===== src/rtl/ssd_pkg.sv =====
// Shared types and helpers for the seven-segment scanner.
package ssd_pkg;

  typedef enum logic [0:0] {IDLE, SCAN} state_t;

  localparam int unsigned MAX_DIGITS = 16;

  // One-hot digit enable for idx, optionally inverted for common-anode boards.
  function automatic logic [MAX_DIGITS-1:0] onehot_en(input logic [3:0] idx,
                                                     input logic active_low);
    logic [MAX_DIGITS-1:0] oh;
    oh      = '0;
    oh[idx] = 1'b1;
    return active_low ? ~oh : oh;
  endfunction

endpackage


===== src/rtl/ssd_dwell_timer.sv =====
// Per-digit dwell counter; tc marks the last dwell cycle, tc_next predicts it one cycle early.
module ssd_dwell_timer #(
  parameter int unsigned DWELL_CYCLES = 1
) (
  input  logic clk,
  input  logic n_rst,
  input  logic run,
  output logic tc,
  output logic tc_next
);

  localparam int unsigned CntW = (DWELL_CYCLES > 1) ? $clog2(DWELL_CYCLES) : 1;

  logic [CntW-1:0] cnt_q;

  assign tc = run && (cnt_q == CntW'(DWELL_CYCLES - 1));

  always_ff @(posedge clk) begin
    if (!n_rst || !run) begin
      cnt_q <= '0;
    end else if (tc) begin
      cnt_q <= '0;
    end else begin
      cnt_q <= cnt_q + 1'b1;
    end
  end

  // A fresh or restarted count is terminal next cycle only when every cycle is terminal.
  if (DWELL_CYCLES == 1) begin : g_single
    assign tc_next = 1'b1;
  end else begin : g_multi
    assign tc_next = run && (cnt_q == CntW'(DWELL_CYCLES - 2));
  end

endmodule


===== src/rtl/ssd_scanner.sv =====
// Time-multiplexed seven-segment scanner with tear-free, frame-aligned updates.
// Define SSD_LZ_BLANK_EN to blank leading-zero digits; otherwise digit_blank stays 0.
module ssd_scanner
  import ssd_pkg::*;
#(
  parameter int unsigned NUM_DIGITS    = 8,
  parameter int unsigned DWELL_CYCLES  = 1,
  parameter int unsigned EN_ACTIVE_LOW = 0
) (
  input  logic                    clk,
  input  logic                    n_rst,
  input  logic                    load,
  input  logic [4*NUM_DIGITS-1:0] value,
  input  logic                    stop,
  output logic [3:0]              display_char,
  output logic [NUM_DIGITS-1:0]   ssd_en,
  output logic                    digit_blank,
  output logic                    frame_done,
  output logic                    busy
);

  localparam int unsigned IdxW = (NUM_DIGITS > 1) ? $clog2(NUM_DIGITS) : 1;
  localparam int unsigned ValW = 4 * NUM_DIGITS;
  localparam logic [IdxW-1:0] LastIdx = IdxW'(NUM_DIGITS - 1);
  localparam logic [NUM_DIGITS-1:0] EnOff = (EN_ACTIVE_LOW != 0) ? '1 : '0;

  state_t            state_q, state_d;
  logic [IdxW-1:0]   idx_q, idx_d;
  logic [ValW-1:0]   shadow_q, shadow_d;
  logic [ValW-1:0]   pending_q, pending_d;
  logic              pend_valid_q, pend_valid_d;

  logic [3:0]            char_q;
  logic [NUM_DIGITS-1:0] en_q;
  logic                  blank_q, fd_q, busy_q;

  logic                  tc, tc_next;
  logic [MAX_DIGITS-1:0] en_full;
  logic [NUM_DIGITS-1:0] lz_vec;

  ssd_dwell_timer #(
    .DWELL_CYCLES(DWELL_CYCLES)
  ) u_dwell (
    .clk    (clk),
    .n_rst  (n_rst),
    .run    (state_q == SCAN),
    .tc     (tc),
    .tc_next(tc_next)
  );

  always_comb begin
    state_d      = state_q;
    idx_d        = idx_q;
    shadow_d     = shadow_q;
    pending_d    = pending_q;
    pend_valid_d = pend_valid_q;
    unique case (state_q)
      IDLE: begin
        if (load) begin
          shadow_d     = value;
          idx_d        = LastIdx;
          pend_valid_d = 1'b0;
          state_d      = SCAN;
        end
      end
      SCAN: begin
        if (tc) begin
          if (idx_q == '0) begin
            idx_d = LastIdx;
            if (pend_valid_q) begin
              shadow_d     = pending_q;
              pend_valid_d = 1'b0;
            end
            if (stop) state_d = IDLE;
          end else begin
            idx_d = idx_q - 1'b1;
          end
        end
        // Applied after the frame-end copy so a load on that cycle waits a full frame.
        if (load) begin
          pending_d    = value;
          pend_valid_d = 1'b1;
        end
      end
      default: state_d = IDLE;
    endcase
  end

`ifdef SSD_LZ_BLANK_EN
  always_comb begin : lz_scan
    logic zero_run;
    zero_run = 1'b1;
    lz_vec   = '0;
    for (int i = int'(NUM_DIGITS) - 1; i >= 0; i--) begin
      zero_run  = zero_run && (shadow_d[4*i +: 4] == 4'h0);
      lz_vec[i] = zero_run && (i != 0);
    end
  end
`else
  assign lz_vec = '0;
`endif

  assign en_full = onehot_en(4'(idx_d), EN_ACTIVE_LOW != 0);

  // Outputs are registered from next-state so the first digit appears the cycle after load.
  always_ff @(posedge clk) begin
    if (!n_rst) begin
      state_q      <= IDLE;
      idx_q        <= '0;
      shadow_q     <= '0;
      pending_q    <= '0;
      pend_valid_q <= 1'b0;
      char_q       <= 4'h0;
      en_q         <= EnOff;
      blank_q      <= 1'b0;
      fd_q         <= 1'b0;
      busy_q       <= 1'b0;
    end else begin
      state_q      <= state_d;
      idx_q        <= idx_d;
      shadow_q     <= shadow_d;
      pending_q    <= pending_d;
      pend_valid_q <= pend_valid_d;
      busy_q       <= (state_d == SCAN);
      if (state_d == SCAN) begin
        char_q  <= shadow_d[4*idx_d +: 4];
        en_q    <= en_full[NUM_DIGITS-1:0];
        blank_q <= lz_vec[idx_d];
        fd_q    <= (idx_d == '0) && tc_next;
      end else begin
        char_q  <= 4'h0;
        en_q    <= EnOff;
        blank_q <= 1'b0;
        fd_q    <= 1'b0;
      end
    end
  end

  assign display_char = char_q;
  assign ssd_en       = en_q;
  assign digit_blank  = blank_q;
  assign frame_done   = fd_q;
  assign busy         = busy_q;

endmodule


===== config.mk =====
export PLATFORM = sky130hd
export DESIGN_NAME = ssd_scanner
export DESIGN_NICKNAME = d
export VERILOG_FILES = /design/src/rtl/ssd_pkg.sv /design/src/rtl/ssd_dwell_timer.sv /design/src/rtl/ssd_scanner.sv
export SDC_FILE = /design/constraint.sdc
export NUM_CORES = 1
export LEC_CHECK = 0
export BUFFER_PORTS_ARGS = -buffer_cell sky130_fd_sc_hd__buf_2
export CAP_MARGIN = 20
export CORE_UTILIZATION = 50
export CTS_BUF_LIST = sky130_fd_sc_hd__clkbuf_16
export DETAILED_ROUTE_END_ITERATION = 12
export MAX_ROUTING_LAYER = met4
export PLACE_DENSITY = 0.71
export RECOVER_POWER = 100
export SLEW_MARGIN = 20
export SYNTH_ARGS = -nofsm -noshare
export SYNTH_HDL_FRONTEND = slang
export SYNTH_SLANG_ARGS = --single-unit

===== constraint.sdc =====
create_clock -name clk -period 5.4 [get_ports clk]
set_input_delay 0.54 -clock clk [delete_from_list [all_inputs] [get_ports clk]]
set_output_delay 0.54 -clock clk [all_outputs]
set_load 0.05 [all_outputs]

# == Word level (Yosys, flattened, before mapping) ==
# Memories as Yosys holds them, arrays and structs flattened. A register that Yosys moved wholly into a read port is not among the register bits.
# Index checks and enable logic that the tools add are counted.
# totals
reg_bits,83
mem_bits_ro,8
inputBits,36
output_inout_bits,15
word_cells,53
memories,1
# memory_table
memory,depth,width,read_ports,rd_clocked_by_memory_dff,wr,line_no,text
(no name shown),8,1,1,1,0,ssd_scanner.sv:128,blank_q <= lz_vec[idx_d];
# classes
addsub,2
order_cmp,2
eq_ne,3
shifts,1
muxes,21
bitwise,2
n_reduce_logical,12
# ops
op,count
$mux W32,4
$pmux W32 S2,1
$shiftx A32 B6 Y4,1
$mux W1,9
$mux W3,3
$logic_not A3 Y1,2
$ne A3 B2 Y1 const B,2
$pmux W3 S2,1
$lt A3 B5 Y1 const B,1
$pmux W1 S2,2
$reduce_and A2 Y1,2
$demux W1 S3,1
$ge A3 B1 Y1 const B,1
$logic_not A1 Y1,3
$reduce_and A3 Y1,1
$sub A3 B1 Y3 const B,1
$logic_and A1 B1 Y1,2
$ne A2 B2 Y1 const B,1
$not A1 Y1,2
$reduce_or A2 Y1,1
$add A1 B1 Y1 const B,1
$logic_or A1 B1 Y1,1

# == Logic depth before layout (Yosys ltp) ==
# Gate-level depths: netlist of the first run.
# logic_depth
word_depth,8
depth_mapped,9
depth_no_buf,8

# == Modules after synthesis ==
# Synthesis of the first run repeated with hierarchy kept, for this count alone.
# hier_totals
cells_unflattened,504
area_unflattened_um2,3990.1
# modules_own_cells
mod,instances,cells_per_inst,area_each_um2,seq_area_each_um2
ssd_scanner,1,499,3941.3,1641.6
ssd_dwell_timer,1,5,48.8,20.0

# == Worst setup path after synthesis of the first run ==
# Ideal clock, no wire load.
# synth_timing
path_type,register to register
startpoint,register busy (netlist name)
endpoint,register char_q[0] (netlist: display_char[0])
setup_ns,0.122
arrival_time_ns,2.089
required_ns,5.278
slack_ns,3.189
path_stages_with_launch,7
path_buffers,2
synth_period_minus_slack_ns,2.211
path_cell_list,dfxtp_1 -> buf_2 -> o21bai_1 -> o31a_1 -> clkbuf_1 -> o221ai_1 -> a221o_1
# synth_lines
item,line_no,text
to (signal assigned),ssd_scanner.sv:126,char_q <= shadow_d[4*idx_d +: 4];
to (decl),ssd_scanner.sv:33,logic [3:0] char_q;

==> results of run 1 <==
critical path: stages (launching register included):
cell,delay [ns]
dfxtp_1,1.25
buf_4,0.48
nor2_1,0.09
clkbuf_1,0.43
a211oi_2,0.68
nand2_1,0.33
a21oi_1,0.23
a221o_1,0.12
routing by layer:
layer	vias to the layer above	wire, um	share of wire (%)
li1	1774	-	-
met1	1711	4560	46
met2	120	4620	47
met3	19	446	4.5
met4	0	197	2.0
met5	-	0	0
through the flow:
step,hold slack (ns),instances
2_1_floorplan,0.432,488
4_1_cts,0.451,621
6_report,0.455,621
5_1_grt,0.452,621
3_5_place_dp,0.447,605
3_3_place_gp,0.439,605
cells by family after synthesis:
kind of cell / after synthesis
flip-flops: 83
AO/OA/AOI/OAI: 114
buffers and inverters: 44
other: 1
AND/OR/NAND/NOR: 233
multiplexers: 10
adder cells (fa/ha/maj): 2
cell usage after synthesis, types with 2 or more instances:
master    instances
a22oi_1          15
a31oi_1          23
clkbuf_1         23
and2_1           13
a21oi_1          39
mux2i_1           6
a211oi_1          9
a221oi_1          3
buf_2             9
nand4b_1          3
nor3_1            3
o31a_1            2
nand2b_1          2
dfxtp_1          83
mux2_2            4
nor2b_1          11
nor2_1           22
buf_1             4
inv_1             6
nand3_1          64
ha_1              2
a221o_1           3
nand2_1         105
o221ai_1          6
o21ai_0           6
state kept, by name (all words and copies together), names as in the netlist, 3 cells and up:
register,cells
pending_q,32
shadow_q,32
ssd_en,8
display_char,4
idx_q,3
final cells by class:
cell class | count | area, sq um | share of cell area, %
tap | 99 | 124 | 2.85
timing repair buffer | 56 | 269 | 6.18
inverter | 6 | 22.5 | 0.518
clock buffer | 9 | 225 | 5.18
clock inverter | 7 | 60.1 | 1.38
multi-input combinational | 361 | 1990 | 45.7
sequential | 83 | 1660 | 38.2
how the worst max path moves through the flow:
stage | end | slack, ns | cells past startpoint | start
after floorplan | display_char[0] | 3.19 | 6 | busy
after global placement | display_char[0] | 2.48 | 6 | busy
after detailed placement | display_char[0] | 2.42 | 6 | busy
after CTS | display_char[0] | 2.39 | 6 | busy
after global routing | display_char[0] | 1.50 | 7 | busy
final | display_char[0] | 1.73 | 7 | busy
power breakdown:
group          switching, mW  internal (mW)
combinational          0.158         0.0825
clock                  0.233          0.352
sequential            0.0267          0.650
==> results.md, run 1 <==
* Hold EP: pending_q[1]
* Final setup viols at 0
* Cell taking the most area after synthesis: dfxtp_1
* Drt wl/cell at 15.8 um
* Cts bufs inserted at 9
* Final Max Slew Viols at 0
* Mapped Area at 3840 sq um
* WHS Path Cells at 3
* Final HPWL from detailed placement at 6370 um
* Hold Startpoint: value[1]
* Mux share of post-synthesis cell area at 2.74%
* Setup bufs post-CTS at 0
* GR Util met2 at 40.8%
* Fmax at 272 MHz
* Number of global-route vias before repair at 3212
* Adder-Cell Fraction of Synth Area at 0.652%
* Post-Syn Area per Cell at 7.88 sq um
* # fillers at 686
* IO Count at 51
* Global route total overflow at 0
* Routed WL at 9830 um
* Die Y at 89.6 um
* Area grow syn2layout at 13.4%
* Fraction of layout cells with a size suffix above 1 at 12.3%
* Routed via count at 3624
* Resized Gates After CTS at 0
* CTS Hold Bufs at 0
* Final period util at 68.0%
* Total power at 1.50 mW
* Largest net degree at the start of global routing at 58
* Commonest non-fill, non-tap cell in the layout: nand2_1
* IR Drop Worst-Case VDD at 0.195 mV
* Initial Utilization at 52.3%
* Placed instance area at 4100 sq um
* Synth top area cells: dfxtp_1 (43%), nand2_1 (10%), nand3_1 (8.3%)
* Register area share after synthesis at 43.3%
* Reg2reg start: busy
* PortBufs at 49
* Skew final at 0.00689 ns
* Total of warnings raised by yosys at 0
* PwrDens at 345 nW/um^2
* Post-route DRC at 0
* Yosys top cell area share at 43.3%
* Die Width at 89.6 um
* Post-layout util at 59.4%
* Cells after Synth at 487
* GPL Wtd Cong at 0.883
* Most frequent cells in the layout: nand2_1 (105), dfxtp_1 (83), nand3_1 (64), a21oi_1 (39), buf_2 (35)
* Die area at 8030 sq um
* XOR/XNOR share of the synthesized area at 0%
* Hold Violations, Final at 0
* Reg2reg end: display_char[0]
* WS Path Type: flop to flop
* Clock Root Buffer: clkbuf_16
* Crit path capture type: flop
* Clock sink count at 83
* Final ANT Viol Nets at 0
* First-pass GRT wire length at 15500 um
* Post-synthesis compound-gate area fraction at 20.0%
* Distinct cells, synth at 46
* Primary FF master, synth: dfxtp_1
* Min Tclk post-route at 3.67 ns
* Synthesized flop and latch total at 83
* H-tree depth at 3
* CTS tree: built
* Worst setup SP type: flop
* Setup TNS at 0 ns
* Clk slew on worst S/H paths at 0.06 ns
* Pre-antenna DRT Iters at 6
* Crit path max fanout at 41
* Min-delay worst type: input port to flop
* Combinational family with the most area after synthesis: simple AND/OR/NAND/NOR gates
* Initial DRC Count at 184
* RSZ-0062 raised after global routing: no
* Slew HR at 6.04%
* Slack of the critical path at 1.73 ns
* Core ar. at 7330 sq um
* Max Buffers Root-to-Sink at 2
* # rows at 31
* Post-Synth Simple-Gate Area at 28.3%
* Leakage power at 1.65 nW
* GRT Total Usage at 26.1%
* Clock latency on the worst-skew pair at 0.33 ns
* Status: finished, final reports clean
* Post-synth ARST share at 0%
* GR Util met3 at 3.56%
* Post-route cell area at 4350 sq um
* Top Usage Layer GRT: met2
* Pre-CTS setup slack at 2.42 ns
* Reg2reg setup slack at 1.73 ns
* DR vias/cell at 5.84
* Final nets at 555
* Ant diodes at 0
* Post-synth EDFFs at 0
* Met1 GRT Util at 34.4%
* WP data required at 5.67 ns
* Max-Cap Viols at 0
* Slew @ Worst Pin at 1.41 ns
* Initial antenna violation count at 0
* Path depth of the worst reg2reg path at 7
* WP data arrival at 3.94 ns
Power figures use the tool's default switching activity.
==> inputs of run 2 (changes only) <==
Settings changed: ABC_AREA set to 1, PLACE_DENSITY 0.71 to 0.73.
Clock period 5.4 ns to 3.1 ns, I/O delays scaled along.
==> run 2 against run 1 <==
First-iteration DRC count grew 64%. Via count grew 4.1%. Sequential share of layout area shrank 0.40 points. Clock-buffer cell count is the same. Sequential cell count is the same. Sequential power grew 73%. Combinational power grew 99%. Highest routed layer unchanged.
==> results.md, run 2 <==
* Status: finished, final reports clean (unchanged)
* Yosys top cell area share at 42.9% (was 43.3%)
* CTS tree: built (unchanged)
* Crit path max fanout at 25 (was 41)
* P_int at 1.90 mW (was 1.08 mW)
* Routed via count at 3772 (was 3624)
* CTS Hold Bufs at 0 (unchanged)
* Fraction of layout cells with a size suffix above 1 at 11.4% (was 12.3%)
* DR vias/cell at 5.56 (was 5.84)
* Slew @ Worst Pin at 1.15 ns (was 1.41 ns)
* Post-route DRC at 0 (unchanged)
* Fmax at 403 MHz (was 272 MHz)
* Post-Syn Area per Cell at 7.18 sq um (was 7.88 sq um)
* Register area share after synthesis at 42.9% (was 43.3%)
* IO Count at 51 (unchanged)
* Skew final at 0.00687 ns (was 0.00689 ns)
* Cell taking the most area after synthesis: dfxtp_1 (unchanged)
* Mapped Area at 3870 sq um (was 3840 sq um)
* Slew HR at 23.4% (was 6.04%)
* H-tree depth at 3 (unchanged)
* Total of warnings raised by yosys at 0 (unchanged)
* Min-delay worst type: input port to flop (unchanged)
* Number of global-route vias before repair at 3498 (was 3212)
* Hold Violations, Final at 0 (unchanged)
* RSZ-0062 raised after global routing: no (unchanged)
* # rows at 31 (unchanged)
* Primary FF master, synth: dfxtp_1 (unchanged)
* Final nets at 614 (was 555)
* Commonest cells post-synth: nand3_1 (104), dfxtp_1 (83), inv_1 (78) (was nand2_1 (105), dfxtp_1 (83), nand3_1 (64))
* Worst path most repeated cell: nand3_1
* Largest net degree at the start of global routing at 62 (was 58)
* Reg2reg start: busy (unchanged)
* Top delay family on crit path: simple AND/OR/NAND/NOR gates (was flip-flops)
* Clock Root Buffer: clkbuf_16 (unchanged)
* Most common cell in the synthesized netlist: nand3_1 (was nand2_1)
* IR Drop Worst-Case VDD at 0.320 mV (was 0.195 mV)
* Cells after Synth at 539 (was 487)
* Buffer and inverter count on the worst path at 1 (was 2)
* Cts bufs inserted at 9 (unchanged)
* Sw Share at 29.4% (was 27.8%)
* Max Buffers Root-to-Sink at 2 (unchanged)
* Setup TNS at 0 ns (unchanged)
* Final setup viols at 0 (unchanged)
* Commonest non-fill, non-tap cell in the layout: nand3_1 (was nand2_1)
* Reg2reg end: display_char[3] (was display_char[0])
* Setup bufs post-CTS at 0 (unchanged)
* First-pass GRT wire length at 17000 um (was 15500 um)
* Critical-path cell list: buf_4 > nand2_1 > nor2_2 > nand3_1 > nand3_1 > nand3_1 > nand3_1 > nand2_1 > nor2_1 > nor2_1 (was buf_4 > nor2_1 > clkbuf_1 > a211oi_2 > nand2_1 > a21oi_1 > a221o_1)
* Resized Gates After CTS at 0 (unchanged)
* GPL Wtd Cong at 0.857 (was 0.883)
* Post-synth EDFFs at 0 (unchanged)
* Path depth of the worst reg2reg path at 10 (was 7)
* Leakage power at 1.92 nW (was 1.65 nW)
* Total power at 2.69 mW (was 1.50 mW)
* WP data required at 3.32 ns (was 5.67 ns)
* Clock latency on the worst-skew pair at 0.34 ns (was 0.33 ns)
* Synthesized flop and latch total at 83 (unchanged)
* Global route total overflow at 0 (unchanged)
* CP max-delay cell: nor2_2 (was dfxtp_1)
* Final HPWL from detailed placement at 6680 um (was 6370 um)
* Die Width at 90.0 um (was 89.6 um)
* Crit path from: busy (unchanged)
* Comb pwr share at 17.7% (was 16.0%)
* Crit path capture type: flop (unchanged)
* Max-Cap Viols at 0 (unchanged)
* Initial Utilization at 52.5% (was 52.3%)
* Min Tclk post-route at 2.48 ns (was 3.67 ns)
* Reg2reg setup slack at 0.62 ns (was 1.73 ns)
* Final Max Slew Viols at 0 (unchanged)
* Pre-antenna DRT Iters at 5 (was 6)
* Ant diodes at 0 (unchanged)
* Die area at 8100 sq um (was 8030 sq um)
* Initial antenna violation count at 0 (unchanged)
* Synth top area cells: dfxtp_1 (43%), nand3_1 (13%), a21oi_1 (8.0%) (was dfxtp_1 (43%), nand2_1 (10%), nand3_1 (8.3%))
* GRT Total Usage at 27.0% (was 26.1%)
* Clock sink count at 83 (unchanged)
* Drt wl/cell at 15.3 um (was 15.8 um)
* Most frequent cells in the layout: nand3_1 (104), dfxtp_1 (83), inv_1 (78), a21oi_1 (62), nand2_1 (60) (was nand2_1 (105), dfxtp_1 (83), nand3_1 (64), a21oi_1 (39), buf_2 (35))
* Initial DRC Count at 301 (was 184)
* PortBufs at 49 (unchanged)
* Sequential fraction of design power at 43.5% (was 45.1%)
* Die Y at 90.0 um (was 89.6 um)
* PwrDens at 611 nW/um^2 (was 345 nW/um^2)
* Psw at 0.791 mW (was 0.417 mW)
* Critical path depth in cells at 10 (was 7)
* Worst setup endpoint: display_char[3] (was display_char[0])
* Clk slew on worst S/H paths at 0.06 ns (about the same)
* Post-layout util at 59.7% (was 59.4%)
* WP data arrival at 2.70 ns (was 3.94 ns)
* Area grow syn2layout at 13.6% (was 13.4%)
* Final ANT Viol Nets at 0 (unchanged)
* Core ar. at 7370 sq um (was 7330 sq um)
* WS Path Type: flop to flop (unchanged)
* Post-synth ARST share at 0% (unchanged)
* Max incr delay on CP at 0.89 ns (was 1.25 ns)
* Worst setup SP type: flop (unchanged)
* Hold_ws at 0.255 ns (was 0.455 ns)
* Clock Power Share at 38.7% (was 38.9%)
* Distinct cells, synth at 24 (was 46)
* Routed WL at 10400 um (was 9830 um)
* Final period util at 80.0% (was 68.0%)
-- run 2: logic make-up after synthesis --
family          after synthesis  synth area share (%)
compound gates              128                  18.9
xor+xnor                      1                 0.226
fa+ha+maj                     2                 0.646
buf+inv                     112                  11.9
flops                        83                  42.9
other cells                   1                0.0968
simple gates                212                  25.4
-- run 2: area by class of cell --
cell class	count	area [sq um]
flip-flops and latches	83	1660
fillers	706	2970
repair buffers	58	293
clock inverters	6	57.6
inverters	79	297
clock buffers	9	225
multi-input cells	345	1740
well taps	99	124
-- run 2: routing by layer --
metal / track usage [%] / part of all wire, % / vias up
met1: 36.1 / 46 / 1732
met2: 41.1 / 46 / 163
li1: - / - / 1860
met5: - / 0 / -
met3: 3.72 / 6.2 / 17
met4: 11.3 / 1.6 / 0
-- run 2: power by group through the flow --
stage / Combinational (mW) / Clock, mW / Sequential [mW]
after floorplan: 0.311 / 0 / 1.23
after global placement: 0.466 / 0 / 1.19
after detailed placement: 0.474 / 0 / 1.19
after CTS: 0.477 / 1.04 / 1.17
after global routing: 0.528 / 1.09 / 1.18
final: 0.477 / 1.04 / 1.17
-- run 2: worst min path at each step --
stage | from | endpoint | slack (ns) | cells after the start
3_3_place_gp | pending_q[8] | pending_q[8] | 0.44 | 2
4_1_cts | value[29] | pending_q[29] | 0.26 | 3
5_1_grt | value[29] | pending_q[29] | 0.28 | 3
3_5_place_dp | pending_q[25] | pending_q[25] | 0.45 | 2
2_1_floorplan | pending_q[0] | pending_q[0] | 0.43 | 2
6_report | value[29] | pending_q[29] | 0.26 | 3
-- run 2: through the flow --
| stage | std cells | area [sq um] | setup WS (ns) |
|---|---|---|---|
| finish | 679 | 4400 | 0.619 |
| global route | 679 | 4400 | 0.342 |
| CTS | 679 | 4430 | 0.864 |
| detailed placement | 664 | 4150 | 0.888 |
| global placement | 664 | 4150 | 0.935 |
| floorplan | 540 | 3880 | 1.20 |
-- run 2: worst min-delay path, cell delays in order --
cell	delay, ns
buf_2	0.09
o21ai_0	0.07
nor2_1	0.08
==> inputs of run 3 (changes only) <==
Settings changed: PLACE_DENSITY 0.73 to 0.71.
Clock period 3.1 ns to 2.5 ns, I/O delays scaled along.
==> run 3 against run 2 <==
Wire length decreased by 3.2%. Final cell count increased by 0.44%. First-iteration DRC count decreased by 6.6%. Clock power increased by 26%. Hold slack got worse by 0.050 ns. Sequential share of layout area decreased by 0.39 points. Worst setup slack got worse by 0.34 ns. Critical path depth increased by 2. Maximum frequency increased by 12%. Non-clock buffer count increased by 2. Cell area increased by 1.1%. Critical path type unchanged. Highest routed layer unchanged.
==> results.md, run 3 (synthesized netlist as in run 2, its figures left out) <==
* Status: finished, final reports clean (unchanged)
* Slack of the critical path at 0.281 ns (was 0.619 ns)
* Sw Share at 29.3% (was 29.4%)
* WP data arrival at 2.43 ns (was 2.70 ns)
* Setup TNS at 0 ns (unchanged)
* Final nets at 616 (was 614)
* Min Tclk post-route at 2.22 ns (was 2.48 ns)
* Clock Power Share at 39.1% (was 38.7%)
* IO Count at 51 (unchanged)
* Die Width at 90.0 um (unchanged)
* # rows at 31 (unchanged)
* Setup bufs post-CTS at 0 (unchanged)
* PortBufs at 49 (unchanged)
* Resized Gates After CTS at 0 (unchanged)
* P_int at 2.36 mW (was 1.90 mW)
* Sequential fraction of design power at 43.5% (about the same)
* Clock latency on the worst-skew pair at 0.33 ns (was 0.34 ns)
* Min-delay worst type: input port to flop (unchanged)
* Pre-antenna DRT Iters at 5 (unchanged)
* Crit path max fanout at 20 (was 25)
* Psw at 0.978 mW (was 0.791 mW)
* Drt wl/cell at 14.7 um (was 15.3 um)
* Clock Root Buffer: clkbuf_16 (unchanged)
* Die area at 8100 sq um (unchanged)
* Initial DRC Count at 281 (was 301)
* WP data required at 2.71 ns (was 3.32 ns)
* H-tree depth at 3 (unchanged)
* GPL Wtd Cong at 0.835 (was 0.857)
* Final period util at 88.8% (was 80.0%)
* Final ANT Viol Nets at 0 (unchanged)
* WS Path Type: flop to flop (unchanged)
* Largest net degree at the start of global routing at 62 (unchanged)
* Hold_ws at 0.205 ns (was 0.255 ns)
* Ant diodes at 0 (unchanged)
* Initial Utilization at 52.5% (unchanged)
* PwrDens at 752 nW/um^2 (was 611 nW/um^2)
* IR Drop Worst-Case VDD at 0.489 mV (was 0.320 mV)
* Pre-CTS setup slack at 0.344 ns (was 0.888 ns)
* Number of global-route vias before repair at 3692 (was 3498)
* Cts bufs inserted at 9 (unchanged)
* Crit path capture type: flop (unchanged)
* Final HPWL from detailed placement at 6780 um (was 6680 um)
* Fraction of layout cells with a size suffix above 1 at 11.5% (was 11.4%)
* Clock sink count at 83 (unchanged)
* Final setup viols at 0 (unchanged)
* Slew @ Worst Pin at 0.954 ns (was 1.15 ns)
* Max-Cap Viols at 0 (unchanged)
* Most frequent cells in the layout: nand3_1 (104), dfxtp_1 (83), inv_1 (80), a21oi_1 (62), nand2_1 (61) (was nand3_1 (104), dfxtp_1 (83), inv_1 (78), a21oi_1 (62), nand2_1 (60))
* GRT Total Usage at 27.1% (was 27.0%)
* Slew HR at 36.4% (was 23.4%)
* Comb pwr share at 17.5% (was 17.7%)
* Core ar. at 7370 sq um (unchanged)
* Initial antenna violation count at 0 (unchanged)
* CTS tree: built (unchanged)
* Worst setup SP type: flop (unchanged)
* Max incr delay on CP at 0.41 ns (was 0.89 ns)
* Commonest non-fill, non-tap cell in the layout: nand3_1 (unchanged)
* Critical-path cell list: buf_4 > inv_1 > nor2_4 > nand2_1 > nand2_1 > nor2_1 > nor2_4 > nand3_1 > nand3_1 > nand2_1 > nor2_1 > nor2_1 (was buf_4 > nand2_1 > nor2_2 > nand3_1 > nand3_1 > nand3_1 > nand3_1 > nand2_1 > nor2_1 > nor2_1)
* Hold Violations, Final at 0 (unchanged)
* Buffer and inverter count on the worst path at 2 (was 1)
* Fmax at 451 MHz (was 403 MHz)
* First-pass GRT wire length at 17300 um (was 17000 um)
* Die Y at 90.0 um (unchanged)
* Routed via count at 3741 (was 3772)
* Max Buffers Root-to-Sink at 2 (unchanged)
* Post-route DRC at 0 (unchanged)
* DR vias/cell at 5.49 (was 5.56)
* Leakage power at 1.94 nW (was 1.92 nW)
* Clk slew on worst S/H paths at 0.07 ns (was 0.06 ns)
* Area grow syn2layout at 14.8% (was 13.6%)
* Final Max Slew Viols at 0 (unchanged)
* CTS Hold Bufs at 0 (unchanged)
* RSZ-0062 raised after global routing: no (unchanged)
* Top delay family on crit path: simple AND/OR/NAND/NOR gates (unchanged)
* Post-layout util at 60.3% (was 59.7%)
* Routed WL at 10100 um (was 10400 um)
* Skew final at 0.00742 ns (was 0.00687 ns)
* Global route total overflow at 0 (unchanged)
* CP max-delay cell: dfxtp_1 (was nor2_2)
## run 3: cell count changes in the layout (fill, tap and decap cells not counted), sizes merged
cell and delta:
clkinv -3, inv +3, buf +2, clkinvlp +1
## run 3: metal layers
metal | global-route usage, % | up-vias | wire, um
met3 | 4.23 | 17 | 572
li1 | - | 1873 | -
met5 | - | - | 0
met4 | 8.60 | 0 | 165
met2 | 42.9 | 119 | 4640
met1 | 35.5 | 1732 | 4680
## run 3: final timing paths
| check | endpoint | slack (ns) | start | cells past startpoint |
|---|---|---|---|---|
| min | pending_q[28] | 0.20 | value[28] | 3 |
| min reg2reg | pending_q[23] | 0.46 | pending_q[23] | 2 |
| max reg2reg | display_char[3] | 0.28 | busy | 12 |
| max | display_char[3] | 0.28 | busy | 12 |
## run 3: metrics by stage
step           instances  area, sq um  total power [mW]
2_1_floorplan        540         3880              1.91
6_report             682         4440              3.34
5_1_grt              682         4440              3.50
4_1_cts              682         4470              3.36
3_5_place_dp         666         4180              2.06
3_3_place_gp         666         4180              2.05
## run 3: power by group through the flow
| stage | logic (mW) | clock network [mW] | registers [mW] |
|---|---|---|---|
| after floorplan | 0.386 | 0 | 1.52 |
| after CTS | 0.590 | 1.32 | 1.45 |
| after detailed placement | 0.585 | 0 | 1.48 |
| final | 0.583 | 1.31 | 1.45 |
| after global routing | 0.656 | 1.39 | 1.46 |
| after global placement | 0.573 | 0 | 1.48 |
## run 3: area by class of cell
| type | instances | area [sq um] |
|---|---|---|
| Clock buffer | 9 | 225 |
| Clock inverter | 7 | 70.1 |
| Fill cell | 699 | 2930 |
| Inverter | 79 | 297 |
| Multi-Input combinational cell | 345 | 1750 |
| Sequential cell | 83 | 1660 |
| Tap cell | 99 | 124 |
| Timing Repair Buffer | 60 | 319 |
## run 3: worst register-to-register path, cell delays in order (launching register included)
cell,delay [ns]
dfxtp_1,0.41
buf_4,0.28
inv_1,0.12
nor2_4,0.12
nand2_1,0.09
nand2_1,0.16
nor2_1,0.11
nor2_4,0.36
nand3_1,0.14
nand3_1,0.12
nand2_1,0.07
nor2_1,0.08
nor2_1,0.04
